$ cat config.mk
export PLATFORM = sky130hd
export DESIGN_NAME = mem_arbiter_flat
export DESIGN_NICKNAME = d
export VERILOG_FILES = /design/src/rtl/cpu_types_pkg.sv /design/src/rtl/mem_arbiter_pkg.sv /design/src/rtl/mem_arbiter_if.sv /design/src/rtl/mem_arb_timer.sv /design/src/rtl/mem_arbiter.sv /design/src/flat_wrapper.sv
export SDC_FILE = /design/constraint.sdc
export NUM_CORES = 1
export LEC_CHECK = 0
export ABC_CLOCK_PERIOD_IN_PS = 6500
export CAP_MARGIN = 25
export CORE_AREA = 2 2 135 137
export DETAILED_ROUTE_END_ITERATION = 8
export DIE_AREA = 0 0 137 139
export PLACE_DENSITY = 0.7
export SYNTH_ARGS = -nofsm -noshare
export SYNTH_HDL_FRONTEND = slang
export SYNTH_SLANG_ARGS = --single-unit
$ cat constraint.sdc
create_clock -name CLK -period 6.5 [get_ports CLK]
set_input_delay 1.95 -clock CLK [delete_from_list [all_inputs] [get_ports CLK]]
set_output_delay 1.95 -clock CLK [all_outputs]
set_load 0.005 [all_outputs]
$ cat src/rtl/cpu_types_pkg.sv
// Shared CPU datapath types: machine word and RAM handshake state.
package cpu_types_pkg;

  typedef logic [31:0] word_t;

  typedef enum logic [1:0] {
    FREE   = 2'b00,
    BUSY   = 2'b01,
    ACCESS = 2'b10,
    ERROR  = 2'b11
  } ramstate_t;

endpackage : cpu_types_pkg

$ cat src/rtl/mem_arbiter_pkg.sv
// Local types for the icache/dcache memory arbiter.
package mem_arbiter_pkg;

  typedef enum logic [1:0] {
    IDLE    = 2'b00,
    GRANT_I = 2'b01,
    GRANT_D = 2'b10
  } arb_state_t;

  localparam logic [15:0] ERRCOUNT_MAX = 16'hFFFF;

endpackage : mem_arbiter_pkg

$ cat src/rtl/mem_arbiter_if.sv
// Cache-side and RAM-side bus of the memory arbiter.
// slave: the arbiter's view. master: the caches + RAM that surround it.
interface mem_arbiter_if;
  import cpu_types_pkg::*;

  // icache side
  logic      iREN;
  word_t     iaddr;
  word_t     iload;
  logic      iwait;
  // dcache side
  logic      dREN;
  logic      dWEN;
  word_t     daddr;
  word_t     dstore;
  word_t     dload;
  logic      dwait;
  // RAM side
  logic      ramREN;
  logic      ramWEN;
  word_t     ramaddr;
  word_t     ramstore;
  word_t     ramload;
  ramstate_t ramstate;

  modport slave (
    input  iREN, iaddr, dREN, dWEN, daddr, dstore, ramload, ramstate,
    output iload, iwait, dload, dwait, ramREN, ramWEN, ramaddr, ramstore
  );

  modport master (
    output iREN, iaddr, dREN, dWEN, daddr, dstore, ramload, ramstate,
    input  iload, iwait, dload, dwait, ramREN, ramWEN, ramaddr, ramstore
  );

endinterface : mem_arbiter_if

$ cat src/rtl/mem_arb_timer.sv
// Grant timeout counter: held at zero by clear, counts enabled cycles,
// flags expiry when it reaches TIMEOUT_CYCLES-1 and holds there.
module mem_arb_timer #(
  parameter int TIMEOUT_CYCLES = 64
) (
  input  logic CLK,
  input  logic RST,
  input  logic clear,
  input  logic enable,
  output logic expired
);

  localparam int CW = $clog2(TIMEOUT_CYCLES) + 1;

  logic [CW-1:0] count;

  // Count grant cycles; stop at the expiry value so it can never wrap.
  always_ff @(posedge CLK) begin
    if (RST || clear)
      count <= '0;
    else if (enable && !expired)
      count <= count + CW'(1);
  end

  assign expired = (count == CW'(TIMEOUT_CYCLES - 1));

endmodule : mem_arb_timer

$ cat src/rtl/mem_arbiter.sv
// Arbitrates icache fetches and dcache loads/stores onto one RAM port.
// Dcache wins ties unless the icache has been passed over MAX_DSTREAK times.
// RAM errors and timeouts abort the grant; the requester is re-arbitrated.
module mem_arbiter
  import cpu_types_pkg::*;
  import mem_arbiter_pkg::*;
#(
  parameter int MAX_DSTREAK    = 4,
  parameter int TIMEOUT_CYCLES = 64
) (
  input  logic          CLK,
  input  logic          RST,
  mem_arbiter_if.slave  bus,
  output word_t         icount,
  output word_t         dcount,
  output logic [15:0]   errcount
);

  localparam int SW = $clog2(MAX_DSTREAK + 1);

  arb_state_t    state, next_state;
  logic [SW-1:0] streak;
  logic          d_req, i_held, d_held, is_access, is_error;
  logic          i_done, d_done, abort_err, expired;

  assign d_req     = bus.dREN | bus.dWEN;
  assign is_access = (bus.ramstate == ACCESS);
  assign is_error  = (bus.ramstate == ERROR);
  assign i_held    = (state == GRANT_I) && bus.iREN;
  assign d_held    = (state == GRANT_D) && d_req;
  assign i_done    = i_held && is_access;
  assign d_done    = d_held && is_access;
  assign abort_err = (i_held || d_held) && !is_access && (is_error || expired);

  mem_arb_timer #(.TIMEOUT_CYCLES(TIMEOUT_CYCLES)) u_timer (
    .CLK     (CLK),
    .RST     (RST),
    .clear   (state == IDLE),
    .enable  (state != IDLE),
    .expired (expired)
  );

  // State register.
  always_ff @(posedge CLK) begin
    // NOTE: sequential state uses non-blocking assignments so every flop samples pre-edge values.
    if (RST) state <= IDLE;
    else     state <= next_state;
  end

  // Next-state: pick a requester in IDLE, leave a grant on done/abort/drop.
  always_comb begin
    // NOTE: default first so every path assigns next_state and no latch is inferred.
    next_state = state;
    unique case (state)
      IDLE: begin
        if (bus.iREN && (!d_req || streak == SW'(MAX_DSTREAK))) next_state = GRANT_I;
        else if (d_req)                                         next_state = GRANT_D;
      end
      GRANT_I: if (!bus.iREN || is_access || is_error || expired) next_state = IDLE;
      GRANT_D: if (!d_req    || is_access || is_error || expired) next_state = IDLE;
      default: next_state = IDLE;
    endcase
  end

  // Outputs: RAM drive and cache handshake follow the granted requester combinationally.
  always_comb begin
    bus.ramREN   = 1'b0;
    bus.ramWEN   = 1'b0;
    bus.ramaddr  = '0;
    bus.ramstore = '0;
    bus.iwait    = 1'b1;
    bus.dwait    = 1'b1;
    bus.iload    = '0;
    bus.dload    = '0;
    unique case (state)
      GRANT_I: begin
        bus.ramREN  = bus.iREN;
        bus.ramaddr = bus.iaddr;
        bus.iwait   = !i_done;
        bus.iload   = i_done ? bus.ramload : '0;
      end
      GRANT_D: begin
        bus.ramWEN   = bus.dWEN;
        bus.ramREN   = bus.dREN & !bus.dWEN;
        bus.ramaddr  = bus.daddr;
        bus.ramstore = bus.dstore;
        bus.dwait    = !d_done;
        bus.dload    = (d_done && !bus.dWEN) ? bus.ramload : '0;
      end
      default: ;
    endcase
  end

  // Dcache streak: counts dcache grants taken while the icache waits.
  always_ff @(posedge CLK) begin
    if (RST)
      streak <= '0;
    else if (state == IDLE) begin
      if (next_state == GRANT_I || !bus.iREN)
        streak <= '0;
      else if (next_state == GRANT_D && streak != SW'(MAX_DSTREAK))
        streak <= streak + SW'(1);
    end
  end

  // Statistics: completions wrap, aborts saturate.
  always_ff @(posedge CLK) begin
    if (RST) begin
      icount   <= '0;
      dcount   <= '0;
      errcount <= '0;
    end else begin
      if (i_done) icount <= icount + 32'd1;
      if (d_done) dcount <= dcount + 32'd1;
      if (abort_err && errcount != ERRCOUNT_MAX) errcount <= errcount + 16'd1;
    end
  end

  // A simultaneous read and write request is serviced as a write but is a cache bug.
  a_no_rd_wr: assert property (@(posedge CLK) disable iff (RST) !(bus.dREN && bus.dWEN))
    else $error("mem_arbiter: dREN and dWEN asserted together");

endmodule : mem_arbiter

$ cat src/flat_wrapper.sv
// flat-port wrapper written by rule: the top's interface ports become plain ports
module mem_arbiter_flat import cpu_types_pkg::*; import mem_arbiter_pkg::*;
#(
  parameter int MAX_DSTREAK    = 4,
  parameter int TIMEOUT_CYCLES = 64
)
  (CLK, RST, icount, dcount, errcount, bus_iREN, bus_iaddr, bus_dREN, bus_dWEN, bus_daddr, bus_dstore, bus_ramload, bus_ramstate, bus_iload, bus_iwait, bus_dload, bus_dwait, bus_ramREN, bus_ramWEN, bus_ramaddr, bus_ramstore);
  mem_arbiter_if bus_i ();
  input  logic CLK;
  input  logic RST;
  output word_t icount;
  output word_t dcount;
  output logic [15:0] errcount;
  input wire logic [$bits(bus_i.iREN)-1:0] bus_iREN;
  input wire logic [$bits(bus_i.iaddr)-1:0] bus_iaddr;
  input wire logic [$bits(bus_i.dREN)-1:0] bus_dREN;
  input wire logic [$bits(bus_i.dWEN)-1:0] bus_dWEN;
  input wire logic [$bits(bus_i.daddr)-1:0] bus_daddr;
  input wire logic [$bits(bus_i.dstore)-1:0] bus_dstore;
  input wire logic [$bits(bus_i.ramload)-1:0] bus_ramload;
  input wire logic [$bits(bus_i.ramstate)-1:0] bus_ramstate;
  output wire logic [$bits(bus_i.iload)-1:0] bus_iload;
  output wire logic [$bits(bus_i.iwait)-1:0] bus_iwait;
  output wire logic [$bits(bus_i.dload)-1:0] bus_dload;
  output wire logic [$bits(bus_i.dwait)-1:0] bus_dwait;
  output wire logic [$bits(bus_i.ramREN)-1:0] bus_ramREN;
  output wire logic [$bits(bus_i.ramWEN)-1:0] bus_ramWEN;
  output wire logic [$bits(bus_i.ramaddr)-1:0] bus_ramaddr;
  output wire logic [$bits(bus_i.ramstore)-1:0] bus_ramstore;
  assign bus_i.iREN = bus_iREN;
  assign bus_i.iaddr = bus_iaddr;
  assign bus_i.dREN = bus_dREN;
  assign bus_i.dWEN = bus_dWEN;
  assign bus_i.daddr = bus_daddr;
  assign bus_i.dstore = bus_dstore;
  assign bus_i.ramload = bus_ramload;
  assign bus_i.ramstate = bus_ramstate;
  assign bus_iload = bus_i.iload;
  assign bus_iwait = bus_i.iwait;
  assign bus_dload = bus_i.dload;
  assign bus_dwait = bus_i.dwait;
  assign bus_ramREN = bus_i.ramREN;
  assign bus_ramWEN = bus_i.ramWEN;
  assign bus_ramaddr = bus_i.ramaddr;
  assign bus_ramstore = bus_i.ramstore;
  mem_arbiter #(.MAX_DSTREAK(MAX_DSTREAK), .TIMEOUT_CYCLES(TIMEOUT_CYCLES)) u_core (.CLK(CLK), .RST(RST), .bus(bus_i), .icount(icount), .dcount(dcount), .errcount(errcount));
endmodule
==> impl_results.md <==
- Largest family of logic cells by synthesized area: simple AND/OR/NAND/NOR gates
- Starting Density: 30.9%
- Mux share of post-synthesis cell area: 0.390%
- Worst setup EP type: output port
- RSZ-0062 raised after global routing: false
- Max Fanout on Critical Path: 32
- Skew final: 0.00727 ns
- Layout cells sized above 1: approximately 3.4%
- Seq/Total Area, Yosys: roughly a third
- Gpl congestion: 0.902
- Core area: ~18,000 um^2
- Simple-gate share of the synthesized area: a little under two fifths
- Final design utilization: a little over half
- HPWL Detailed: approximately 18 mm
- CTS root buffer: clkbuf_16
- Area Growth Syn to Fin: 72.4%
- Setup crit start kind: input port
- Setup Buffers After CTS: 0
- Top-count cell post-synth: and2_1
- Cells after synthesis: approximately 700
- Max-Cap Viols: 0
- FMAX: 0.172 GHz
- Die area: 19,000 um^2
- Critical-path top delay cell: clkdlybuf4s50_1
- CTS tree: done
- Final wirelength: between 20 and 25 mm
- Xor and xnor area share after synthesis: around a tenth
- Ys async rst share: 0%
- Gr ovfl total: 0
- CTS Sinks: 92
- Number of routed nets with antenna violations: 0
- Top post-synthesis cells by count: and2_1 (101), dfxtp_1 (92), nor2_1 (88), xnor2_1 (39), nand2_1 (37)
- H-tree levels: 3
- Crit Path Category: input port to output port
- Mapped Area: around 5500 um^2
- LEAKAGE: between 3 and 4 nW
- Clk_lat worst skew: approximately 0.35 ns
- Bufs on Longest Clock Path: 2
- Synth top area cells: dfxtp_1 (34%), and2_1 (12%), xnor2_1 (6.3%)
- Status: finished, final reports clean
- EDFF count, synth: 0
- Min Tclk post-route: 5.81 ns
- Total iterations of the first detailed-routing run: 5
- Port-buffer cells: about 350
- Cell breakdown of the critical path: clkdlybuf4s50_1, nand3b_2, nor3b_2, buf_4, and2_1, clkdlybuf4s50_1
- Die X: around 140 um
- VDD IR max: around 0.15 mV
- Fillers: around 1,700
- Initial antenna violation count: 7
- Min-delay worst type: flop to flop
- CP required: roughly 4.6 ns
- Clk slew on worst S/H paths: around 0.060 ns
- Period utilization: about nine tenths
- Via/cell ratio: 4.77
- Final net count: 1,166
- CTS Buf Count: 9
- WP data arrival: 3.86 ns
- 1st-iter DRT viols: slightly below 300
- Fin. max-slew vios: 0
- Mapped Avg Cell Area: slightly below 8 um^2
- Relative slew slack: around 40%
- Setup tns final: 0 ns
- Final hold vios: 0
- Synth Area in Adders: between 2 and 2.5%
- Synth Area in Compound Gates: about a tenth
- Die Span Y: about 140 um
- Synthesis Warnings: 0
- Pin count of the biggest net entering global routing: 87
- Power Density: around 140 nW/um^2
- CTS Hold Bufs: 0
- Vias in the first global route: between 5,000 and 6,000
- Worst slew pin tran: about 0.9 ns
- Routed len/inst: between 15 and 20 um
- Synth area leader: dfxtp_1
- Io pins: around 350
- Main flop type after synthesis: dfxtp_1
- Synth Register Bits: 92
- FP Rows: between 40 and 50
- CP most frequent cell: clkdlybuf4s50_1
- Syn_nets: 838
- Top-area cell type share of the netlist area: between 30 and 40%
- Vias: 6,002
- Cell variety after synth: 57
- GRT Total Usage: a little under a quarter
- Critical Path Max Stage Delay: about 0.57 ns
- DRC Markers: 0
- Final setup vio count: 0
- Global-route wire length before repair: 32.7 mm
- Post-CTS Resized: 0
## final timing paths
path                             endpoint  depth (start not counted)  slack [ns]                    start
hold / removal    u_core.u_timer.count[6]                          2        0.44  u_core.u_timer.count[6]
setup reg to reg        u_core.icount[19]                          8        3.34          u_core.state[0]
setup / recovery             bus_dload[7]                          6        0.69          bus_ramstate[1]
hold reg to reg   u_core.u_timer.count[6]                          2        0.44  u_core.u_timer.count[6]
## registers in the layout (all words and copies together), names as in the netlist
name and count:
u_core.dcount 32, u_core.errcount 16, u_core.streak 3, u_core.u_timer.count 7, u_core.icount 32, u_core.state 2
## report_power, final
group	switching [mW]	internal, mW	total (mW)
logic	0.114	0.170	0.284
registers	0.00413	0.568	0.572
clock network	0.228	0.269	0.497
total	0.346	1.01	1.35
## cell usage in the layout (no fill, tap or decap), types with 11 or more instances in the layout
master / count
xnor2_1: 39
dfxtp_1: 92
nand2_1: 37
nor2_1: 88
nand4_1: 17
and2_1: 101
or3_1: 15
o21ai_0: 18
xor2_1: 27
nor2b_1: 33
nor3_1: 11
a21oi_1: 19
clkdlybuf4s50_1: 345
inv_1: 29
a22oi_1: 32
nand3_1: 25
## through the flow
step / instance area (um^2) / total power, mW / worst slack, ns / hold WS (ns) / cells
5_1_grt: 9390 / 1.41 / 0.535 / 0.476 / 1255
6_report: 9400 / 1.35 / 0.686 / 0.445 / 1258
3_3_place_gp: 9110 / 0.869 / 0.705 / 0.440 / 1239
4_1_cts: 9390 / 1.37 / 0.666 / 0.449 / 1254
3_5_place_dp: 9110 / 0.870 / 0.665 / 0.438 / 1239
2_1_floorplan: 5450 / 0.690 / 1.63 / 0.424 / 693
## layer usage
layer | part of all wire (%) | vias to the layer above | GRT usage [%]
li1 | - | 2999 | -
met1 | 38 | 2710 | 24.8
met2 | 47 | 248 | 37.4
met3 | 12 | 39 | 10.5
met4 | 3.2 | 6 | 8.74
met5 | 0.16 | - | 0
## cell families after synthesis
family          after synthesis
mux                           2
fa+ha+maj                    10
compound gates               87
simple gates                373
xor+xnor                     66
flops                        92
buf+inv                      63
## worst max-delay path, delay by kind of cell
kind / cells / cell delay, ns
buffers and inverters: 3 / 1.34
and+or+nand+nor: 3 / 0.56
## area by class of cell
class	instances	area [um^2]	share of cell area [%]
inverters	29	109	1.16
clock inverters	5	37.5	0.400
multi-input cells	538	3380	35.9
diodes	4	10.0	0.107
clock buffers	10	239	2.54
repair buffers	351	3500	37.2
flip-flops and latches	92	1840	19.6
well taps	229	287	3.05
(Power assumes the default switching activity.)
